<file path="src/rtl/cache_refill_ctrl.sv">
// Miss/refill controller: on a cache miss it stalls the pipeline, fetches the 4-word
// block from memory one beat per handshake, then strobes the whole line into the cache.
module cache_refill_ctrl #(
    parameter int unsigned DATA_WIDTH = 32,
    parameter int unsigned CNT_WIDTH  = 16
) (
    input  logic                  clk,
    input  logic                  rst_n,
    input  logic                  req,
    input  logic [DATA_WIDTH-1:0] A,
    input  logic                  Hit,
    output logic                  mem_rd_en,
    output logic [DATA_WIDTH-1:0] mem_addr,
    input  logic [DATA_WIDTH-1:0] mem_rdata,
    input  logic                  mem_valid,
    output logic [DATA_WIDTH-1:0] d0,
    output logic [DATA_WIDTH-1:0] d1,
    output logic [DATA_WIDTH-1:0] d2,
    output logic [DATA_WIDTH-1:0] d3,
    output logic                  fill_we,
    output logic [DATA_WIDTH-1:0] fill_addr,
    output logic                  stall,
    output logic [CNT_WIDTH-1:0]  miss_count
);

    typedef enum logic [1:0] {
        IDLE,
        FETCH,
        FILL
    } state_t;

    state_t                state;
    logic [1:0]            beat;
    logic [DATA_WIDTH-5:0] base;
    logic                  miss;
    logic                  unused_a_offset;

    assign miss            = req & ~Hit;
    assign unused_a_offset = ^A[3:0];

    // Addresses are derived from registered base/beat, so they stay stable across memory waits.
    assign mem_addr  = {base, beat, 2'b00};
    assign fill_addr = {base, 4'b0000};
    assign stall     = (state != IDLE) | miss;

    always_ff @(posedge clk or negedge rst_n) begin
        if (!rst_n) begin
            state      <= IDLE;
            beat       <= '0;
            base       <= '0;
            d0         <= '0;
            d1         <= '0;
            d2         <= '0;
            d3         <= '0;
            mem_rd_en  <= 1'b0;
            fill_we    <= 1'b0;
            miss_count <= '0;
        end else begin
            case (state)
                IDLE: begin
                    fill_we <= 1'b0;
                    if (miss) begin
                        base      <= A[DATA_WIDTH-1:4];
                        beat      <= '0;
                        mem_rd_en <= 1'b1;
                        state     <= FETCH;
                        if (miss_count != '1) begin
                            miss_count <= miss_count + 1'b1;
                        end
                    end
                end
                FETCH: begin
                    if (mem_valid) begin
                        case (beat)
                            2'd0:    d0 <= mem_rdata;
                            2'd1:    d1 <= mem_rdata;
                            2'd2:    d2 <= mem_rdata;
                            default: d3 <= mem_rdata;
                        endcase
                        if (beat == 2'd3) begin
                            mem_rd_en <= 1'b0;
                            fill_we   <= 1'b1;
                            state     <= FILL;
                        end else begin
                            beat <= beat + 2'd1;
                        end
                    end
                end
                FILL: begin
                    fill_we <= 1'b0;
                    state   <= IDLE;
                end
                default: begin
                    mem_rd_en <= 1'b0;
                    fill_we   <= 1'b0;
                    state     <= IDLE;
                end
            endcase
        end
    end

endmodule

</file>
<file path="config.mk">
export PLATFORM = sky130hd
export DESIGN_NAME = cache_refill_ctrl
export DESIGN_NICKNAME = d
export VERILOG_FILES = /design/src/rtl/cache_refill_ctrl.sv
export SDC_FILE = /design/constraint.sdc
export NUM_CORES = 1
export LEC_CHECK = 0
export BUFFER_PORTS_ARGS = -buffer_cell sky130_fd_sc_hd__buf_2
export CORE_ASPECT_RATIO = 0.75
export CORE_UTILIZATION = 50
export CTS_BUF_LIST = sky130_fd_sc_hd__clkbuf_8
export DETAILED_ROUTE_END_ITERATION = 8
export PLACE_DENSITY_LB_ADDON = 0.05
export SYNTH_ARGS = -nofsm -noshare
export SYNTH_HDL_FRONTEND = slang
export SYNTH_SLANG_ARGS = --single-unit
</file>
<file path="constraint.sdc">
create_clock -name clk -period 2.13 [get_ports clk]
set_clock_uncertainty 0.05 [all_clocks]
set_input_delay 0.1065 -clock clk [delete_from_list [all_inputs] [get_ports clk]]
set_output_delay 0.1065 -clock clk [all_outputs]
set_load 0.01 [all_outputs]
</file>
* Yosys cells after proc, flatten, opt, wreduce, memory -nomap -nowiden
Index checks and enable logic that the tools add are counted.
** Storage, ports and cells
- Bits in registers :: 178
- Output and inout bits :: 211
- Word-level logic and storage cells :: 57
** Operators by class
- Add/subtract/negate cells :: 2
- Equality and inequality tests :: 10
- Multiplexer cells :: 15
- Bitwise operators :: 5
- Reduce and logical (&&, ||, !) cells :: 15
** Operators by type and width (number)
- 3-bit AND reduction :: 6
- 16-bit by 1-bit adder with 16-bit output (second input constant) :: 1
- 16-bit != test (second input constant) :: 1
- 2-bit 2-to-1 mux :: 6
- 2-bit != test (second input constant) :: 4
- 2-bit case mux with 2 select lines :: 2
- 4-bit AND reduction :: 2
- 2-bit == test (second input constant) :: 3
- 1-bit 2-to-1 mux :: 6
- 2-bit by 1-bit == test with 1-bit output (second input constant) :: 2
- 2-bit zero test :: 2
- 2-bit AND reduction :: 2
- 2-bit nonzero test :: 2
- 1-bit NOT :: 3
- 1-bit case mux with 3 select lines :: 1
- 3-bit OR reduction :: 1
- 2-bit by 1-bit adder with 2-bit output (second input constant) :: 1
- 1-bit AND :: 1
- 1-bit OR :: 1

* Logic depth before layout (Yosys ltp)
Gate-level depths: netlist of the first run.
- Depth after elaboration :: 4
- Depth in mapped cells :: 6

* Worst setup path after synthesis of the first run
Ideal clock, no wire load.
- Path type :: register to register
- Start point :: register state[0]
- End point :: register miss_count[11]
- Library setup time :: 0.127 ns
- Arrival :: 1.676 ns
- Path slack :: 0.277 ns
- Stages on the path, launching flop included :: 6
- Cells stage by stage :: dfrtp_1 -> or4b_1 -> buf_4 -> nor4_4 -> nand4_1 -> xnor2_1
** Between the ends
- Word-level cells in the longest chain between the ends :: 2
** RTL lines
- start: declaration :: RTL line 32 : state_t state;
- start signal: assignment :: RTL line 48 : state <= IDLE;
- start signal: assignment :: RTL line 66 : state <= FETCH;
- start signal: assignment :: RTL line 83 : state <= FILL;
- 2-bit zero test :: RTL line 59 : case (state)
- 3-bit AND reduction (no line)
- end signal: assignment :: RTL line 68 : miss_count <= miss_count + 1'b1;
- end: declaration :: RTL line 23 : output logic [CNT_WIDTH-1:0] miss_count
No other way between the ends.
A chain may end at the register's enable or synchronous reset.

* Worst setup path after layout of the first run
- Start point :: register state[0]
- End point :: register miss_count[13]
The elaborated chain is that of the path after synthesis.

==> results of run 1 <==
==> per-stage QoR <==
step	cell area [sq um]	setup WS [ns]	total power, uW	std cells	hold slack (ns)
6_report	9600	0.232	13700	1032	0.0948
5_1_grt	9600	0.105	14600	1032	0.0892
4_1_cts	9600	0.0963	13900	1032	0.0906
3_5_place_dp	8570	0.0938	11400	939	0.0609
3_3_place_gp	8570	0.143	11200	939	0.0534
2_1_floorplan	7140	0.277	9000	533	-0.239
==> where the power goes <==
| part | internal, uW | switching, uW | total [uW] |
|---|---|---|---|
| clock network | 1240 | 1140 | 2370 |
| logic | 2730 | 2800 | 5530 |
| registers | 4950 | 886 | 5830 |
| total | 8910 | 4830 | 13700 |
==> final cells by class <==
type / count / share of cell area
inverters: 5 / 0.00195
flip-flops and latches: 178 / 0.464
repair buffers: 347 / 0.223
multi-input cells: 296 / 0.245
well taps: 175 / 0.0228
clock buffers: 20 / 0.0287
clock inverters: 11 / 0.0142
==> kinds of logic after synthesis <==
group | after synthesis | share of synthesized area
AO/OA/AOI/OAI | 6 | 0.00545
XOR/XNOR | 15 | 0.0184
adder cells (fa/ha/maj) | 6 | 0.0105
buffers and inverters | 59 | 0.0495
flip-flops | 178 | 0.625
multiplexers | 130 | 0.205
other | 1 | 0.000527
AND/OR/NAND/NOR | 133 | 0.0847
==> worst max path at each step <==
stage | start | to | depth (start not counted)
6_report | state[0] | miss_count[13] | 4
5_1_grt | state[0] | miss_count[11] | 4
4_1_cts | state[0] | miss_count[13] | 4
3_5_place_dp | state[0] | miss_count[15] | 4
3_3_place_gp | state[0] | miss_count[13] | 4
2_1_floorplan | state[0] | miss_count[11] | 5
==> per-layer routing <==
| metal | track usage | vias to the layer above |
|---|---|---|
| met5 | 0 | - |
| met4 | 0.0863 | 0 |
| met3 | 0.0845 | 25 |
| met2 | 0.402 | 179 |
| met1 | 0.301 | 2569 |
| li1 | - | 2381 |
==> Yosys cell counts <==
| master | instances |
|---|---|
| o31ai_1 | 1 |
| mux2_2 | 129 |
| nor2_1 | 5 |
| conb_1 | 1 |
| xnor2_1 | 8 |
| clkbuf_1 | 7 |
| nor4b_2 | 1 |
| xor2_1 | 7 |
| nand2b_1 | 1 |
| buf_1 | 12 |
| and4_1 | 1 |
| and3b_1 | 1 |
| nor2b_1 | 1 |
| and3_1 | 2 |
| and2_1 | 2 |
| nand3_1 | 5 |
| nor3_1 | 2 |
| dfrtp_1 | 178 |
| o2111ai_1 | 1 |
| ha_1 | 6 |
| or4b_1 | 1 |
| o21bai_1 | 1 |
| mux2i_1 | 1 |
| nor4_4 | 1 |
| nand2_1 | 97 |
| or4_1 | 2 |
| nand4_1 | 8 |
| o21ai_0 | 3 |
| nor4_1 | 3 |
| inv_1 | 5 |
| buf_4 | 35 |
==> cell usage in the layout, fill, tap and decap left out, drive strengths merged <==
cell,synthesis,routed
nand4,8,8
ha,6,6
and3b,1,1
dlygate4sd3,0,62
clkbuf,7,20
nor4,4,4
and3,2,2
mux2,129,129
dfrtp,178,178
clkinvlp,0,2
xor2,7,7
nand2,97,97
xnor2,8,8
nor2,5,5
and4,1,1
buf,47,285
o2111ai,1,1
o31ai,1,1
or4,2,2
clkinv,0,3
nand3,5,5
or4b,1,1
nor2b,1,1
nor4b,1,1
nand2b,1,1
conb,1,6
inv,5,8
mux2i,1,1
o21ai,3,3
nor3,2,2
o21bai,1,1
and2,2,2
bufinv,0,3
==> state kept, by name, summed over array words and instances (netlist names) <==
signal	count
d3	32
fill_we	1
base	28
d2	32
miss_count	16
state	2
beat	2
d0	32
mem_rd_en	1
d1	32
==> critical path: stages (launching register included) <==
cell and delay (ns):
dfrtp_1 0.39, or4b_4 0.62, nor4_4 0.41, nand4_1 0.16, xnor2_1 0.15
==> what timing repair did <==
| action | 4_1_cts | 5_1_grt |
|---|---|---|
| hold buffers | 62 | 0 |
| gates resized for setup | 0 | 1 |
| hold endpoints to repair | 213 | 0 |
| endpoints found under the setup margin | 0 | 3 |
==> impl_metrics.env, run 1 <==
export IMPL_status="finished, final reports clean"
export IMPL_wl_per_cell_microns=16.9
export IMPL_start_util=0.516
export IMPL_min_from="Hit"
export IMPL_finalCritPeriodShare=0.891
export IMPL_hp_class="in -> reg"
export IMPL_slew_violations=0
export IMPL_synth_top_area_cell="dfrtp_1"
export IMPL_yosys_top_cells_area="dfrtp_1 63%, mux2_2 20%, nand2_1 5.1%"
export IMPL_worst_setup_path_start_kind="register"
export IMPL_dieArea_sq_um=14700
export IMPL_synthCells=528
export IMPL_routed_top_layer="met4"
export IMPL_numPortBuffers=269
export IMPL_fillers=1014
export IMPL_antenna_found_initial=0
export IMPL_powerDensity_nw_per_um2=1430
export IMPL_die_h_microns=105
export IMPL_reg2reg_to="miss_count[13]"
export IMPL_syn_area_sq_um=7120
export IMPL_io_pins=280
export IMPL_hold_end="base[4]"
export IMPL_ys_ff_latch=178
export IMPL_wl_met1_mm=7.37
export IMPL_post_cts_buffers=0
export IMPL_clockBufferDepth=2
export IMPL_path_class="reg -> reg"
export IMPL_grt_max_degree=60
export IMPL_gp_congestion=0.842
export IMPL_ant_nets=0
export IMPL_ir_drop_mv=0.846
export IMPL_max_cap_violations=0
export IMPL_p_leak_uw=0.00495
export IMPL_cts_buffers=17
export IMPL_track_usage=0.245
export IMPL_std_cell_rows=37
export IMPL_r2r_start="state[0]"
export IMPL_crit_fanout=8
export IMPL_dr_pass1_iters=4
export IMPL_hold_path_depth=4
export IMPL_tightest_slew_ns=0.575
export IMPL_rsz0062_at_grt="false"
export IMPL_fmax_mhz=527
export IMPL_syn_to_final_growth_pct=34.8
export IMPL_final_hold_viol_count=0
export IMPL_grt_pass1_vias=5366
export IMPL_cts_tree="yes"
export IMPL_num_vias=5154
export IMPL_synth_area_per_cell_sq_um=13.5
export IMPL_initialDrtViolationCount=230
export IMPL_fin_nets=920
export IMPL_wl_met2_mm=8.49
export IMPL_viasPerCell=4.99
export IMPL_setup_tns_ns=0
export IMPL_antenna_cells=0
export IMPL_drive_gt1_frac=0.525
export IMPL_seqCellArea_sq_um=4450
export IMPL_clk_latency_ns=0.44
export IMPL_clk_pin_slew_ns=0.08
export IMPL_grt_pass1_wl_mm=27.6
export IMPL_htree_levels=4
export IMPL_rrSetupSlack_ns=0.23
export IMPL_drc=0
export IMPL_multi_input_area_sq_um=2360
export IMPL_dp_hpwl_mm=12.2
export IMPL_setup_viol=0
export IMPL_ys_seq_area_frac=0.625
export IMPL_netlist_area_leader_share=0.625
export IMPL_root_buffer="clkbuf_8"
export IMPL_synth_cell_types=31
export IMPL_fin_crit_ns=1.90
export IMPL_cts_sinks=178
export IMPL_fp_coreArea_sq_um=13800
export IMPL_overflow=0
export IMPL_wirelength_mm=17.4
export IMPL_r2r_cells=4
export IMPL_dr_wl_met3_mm=1.20
export IMPL_cp_arrival_ns=2.18
export IMPL_yosys_warnings=0
export IMPL_end_kind="register"
export IMPL_die_w_microns=140
export IMPL_critical_path_required_ns=2.41
export IMPL_max_slew_margin=0.617
export IMPL_finalCoreUtilization=0.696
(Power assumes the default switching activity.)
==> run 2: changes to the inputs <==
--- a/config.mk
+++ b/config.mk
@@ -7,8 +7,8 @@
 export LEC_CHECK = 0
 export BUFFER_PORTS_ARGS = -buffer_cell sky130_fd_sc_hd__buf_2
 export CORE_ASPECT_RATIO = 0.75
-export CORE_UTILIZATION = 50
-export CTS_BUF_LIST = sky130_fd_sc_hd__clkbuf_8
+export CORE_UTILIZATION = 49
+export CTS_BUF_LIST = sky130_fd_sc_hd__clkbuf_8 sky130_fd_sc_hd__clkbuf_16
 export DETAILED_ROUTE_END_ITERATION = 8
 export PLACE_DENSITY_LB_ADDON = 0.05
 export SYNTH_ARGS = -nofsm -noshare
==> impl_metrics.env, run 2 (same netlist as run 1, synthesis figures left out) <==
export IMPL_start_util=0.511
export IMPL_fillers=1029
export IMPL_drive_gt1_frac=0.523
export IMPL_worst_setup_path_start_kind="register"
export IMPL_drc=0
export IMPL_final_common_cell="buf_2"
export IMPL_cts_resized_gates=0
export IMPL_powerDensity_nw_per_um2=1470
export IMPL_fin_area_sq_um=9810
export IMPL_end_kind="register"
export IMPL_grt_pass1_vias=5408
export IMPL_gp_congestion=0.868
export IMPL_status="finished, final reports clean"
export IMPL_rrSetupSlack_ns=0.19
export IMPL_reg2reg_to="miss_count[13]"
export IMPL_max_cap_violations=0
export IMPL_cts_buffers=17
export IMPL_fmax_mhz=514
export IMPL_numPortBuffers=269
export IMPL_clk_pin_slew_ns=0.07
export IMPL_seqCellArea_sq_um=4450
export IMPL_syn_to_final_growth_pct=37.8
export IMPL_ant_nets=0
export IMPL_num_vias=5192
export IMPL_r2r_start="state[0]"
export IMPL_antenna_cells=0
export IMPL_p_leak_uw=0.00504
export IMPL_finalCritPeriodShare=0.913
export IMPL_cts_sinks=178
export IMPL_path_class="reg -> reg"
export IMPL_multi_input_area_sq_um=2350
export IMPL_viasPerCell=4.93
export IMPL_clockBufferDepth=2
export IMPL_fp_coreArea_sq_um=13900
export IMPL_crit_fanout=7
export IMPL_io_pins=280
export IMPL_most_common_layout_cells="268 x buf_2, 178 x dfrtp_1, 129 x mux2_2"
export IMPL_grt_max_degree=53
export IMPL_ir_drop_mv=0.838
export IMPL_overflow=0
export IMPL_critical_path_required_ns=2.39
export IMPL_die_h_microns=106
export IMPL_wl_per_cell_microns=16.6
export IMPL_wirelength_mm=17.5
export IMPL_slew_violations=0
export IMPL_hp_class="in -> async"
export IMPL_grt_pass1_wl_mm=27.8
export IMPL_final_hold_viol_count=0
export IMPL_initialDrtViolationCount=220
export IMPL_placed_cell_area_sq_um=8610
export IMPL_post_cts_buffers=0
export IMPL_root_buffer="clkbuf_16"
export IMPL_fin_nets=921
export IMPL_clk_latency_ns=0.42
export IMPL_die_w_microns=141
export IMPL_r2r_cells=4
export IMPL_cts_tree="yes"
export IMPL_htree_levels=4
export IMPL_dr_pass1_iters=4
export IMPL_finalCoreUtilization=0.704
export IMPL_std_cell_rows=37
export IMPL_fin_crit_ns=1.94
export IMPL_dp_hpwl_mm=11.8
export IMPL_cp_arrival_ns=2.20
export IMPL_track_usage=0.244
export IMPL_rsz0062_at_grt="false"
export IMPL_setup_tns_ns=0
export IMPL_dieArea_sq_um=15000
export IMPL_antenna_found_initial=0
export IMPL_setup_viol=0
run 2: layout make-up:
cell class	count	share of cell area
Sequential cell	178	0.454
Tap cell	195	0.0249
Inverter	5	0.00191
Timing Repair Buffer	348	0.220
Clock buffer	20	0.0476
Multi-Input combinational cell	296	0.240
Clock inverter	11	0.0116
run 2: worst max path at each step:
stage | startpoint | endpoint | slack (ns) | cells past startpoint
floorplan | state[0] | miss_count[11] | 0.28 | 5
global placement | state[0] | miss_count[13] | 0.16 | 4
detailed placement | state[0] | miss_count[15] | 0.08 | 4
CTS | state[0] | miss_count[15] | 0.05 | 4
global route | state[0] | miss_count[15] | 0.09 | 4
finish | state[0] | miss_count[13] | 0.19 | 4
run 2: what timing repair did:
action                                 4_1_cts  5_1_grt
setup endpoints to repair                    0        3
hold buffers                                62        0
endpoints found under the hold margin      239        0
run 2: layer usage:
metal | GRT usage | vias to the layer above | share of wire
met3 | 0.0784 | 32 | 0.068
met1 | 0.292 | 2591 | 0.42
met2 | 0.407 | 182 | 0.50
li1 | - | 2387 | -
met5 | 0 | - | 0
met4 | 0.0986 | 0 | 0.021
run 2: stage by stage:
stage | std cells | power [uW] | setup WS (ns) | hold slack [ns]
after floorplan | 533 | 9000 | 0.277 | -0.239
after global placement | 960 | 11200 | 0.158 | 0.0342
after detailed placement | 960 | 11400 | 0.0807 | 0.0386
after CTS | 1053 | 14600 | 0.0543 | 0.151
after global routing | 1053 | 15300 | 0.0934 | 0.193
final | 1053 | 14400 | 0.185 | 0.147
run 2: worst max-delay path, stage by stage (launching register included):
cell,delay [ns]
dfrtp_1,0.39
or4b_1,0.73
nor4_4,0.32
nand4_1,0.17
xnor2_1,0.15
run 2: power breakdown:
| part | total (uW) | internal [uW] | switching (uW) | leakage [uW] |
|---|---|---|---|---|
| sequential | 5840 | 4960 | 885 | 0.00218 |
| combinational | 5540 | 2740 | 2800 | 0.00257 |
| clock | 3050 | 1800 | 1240 | 0.000292 |
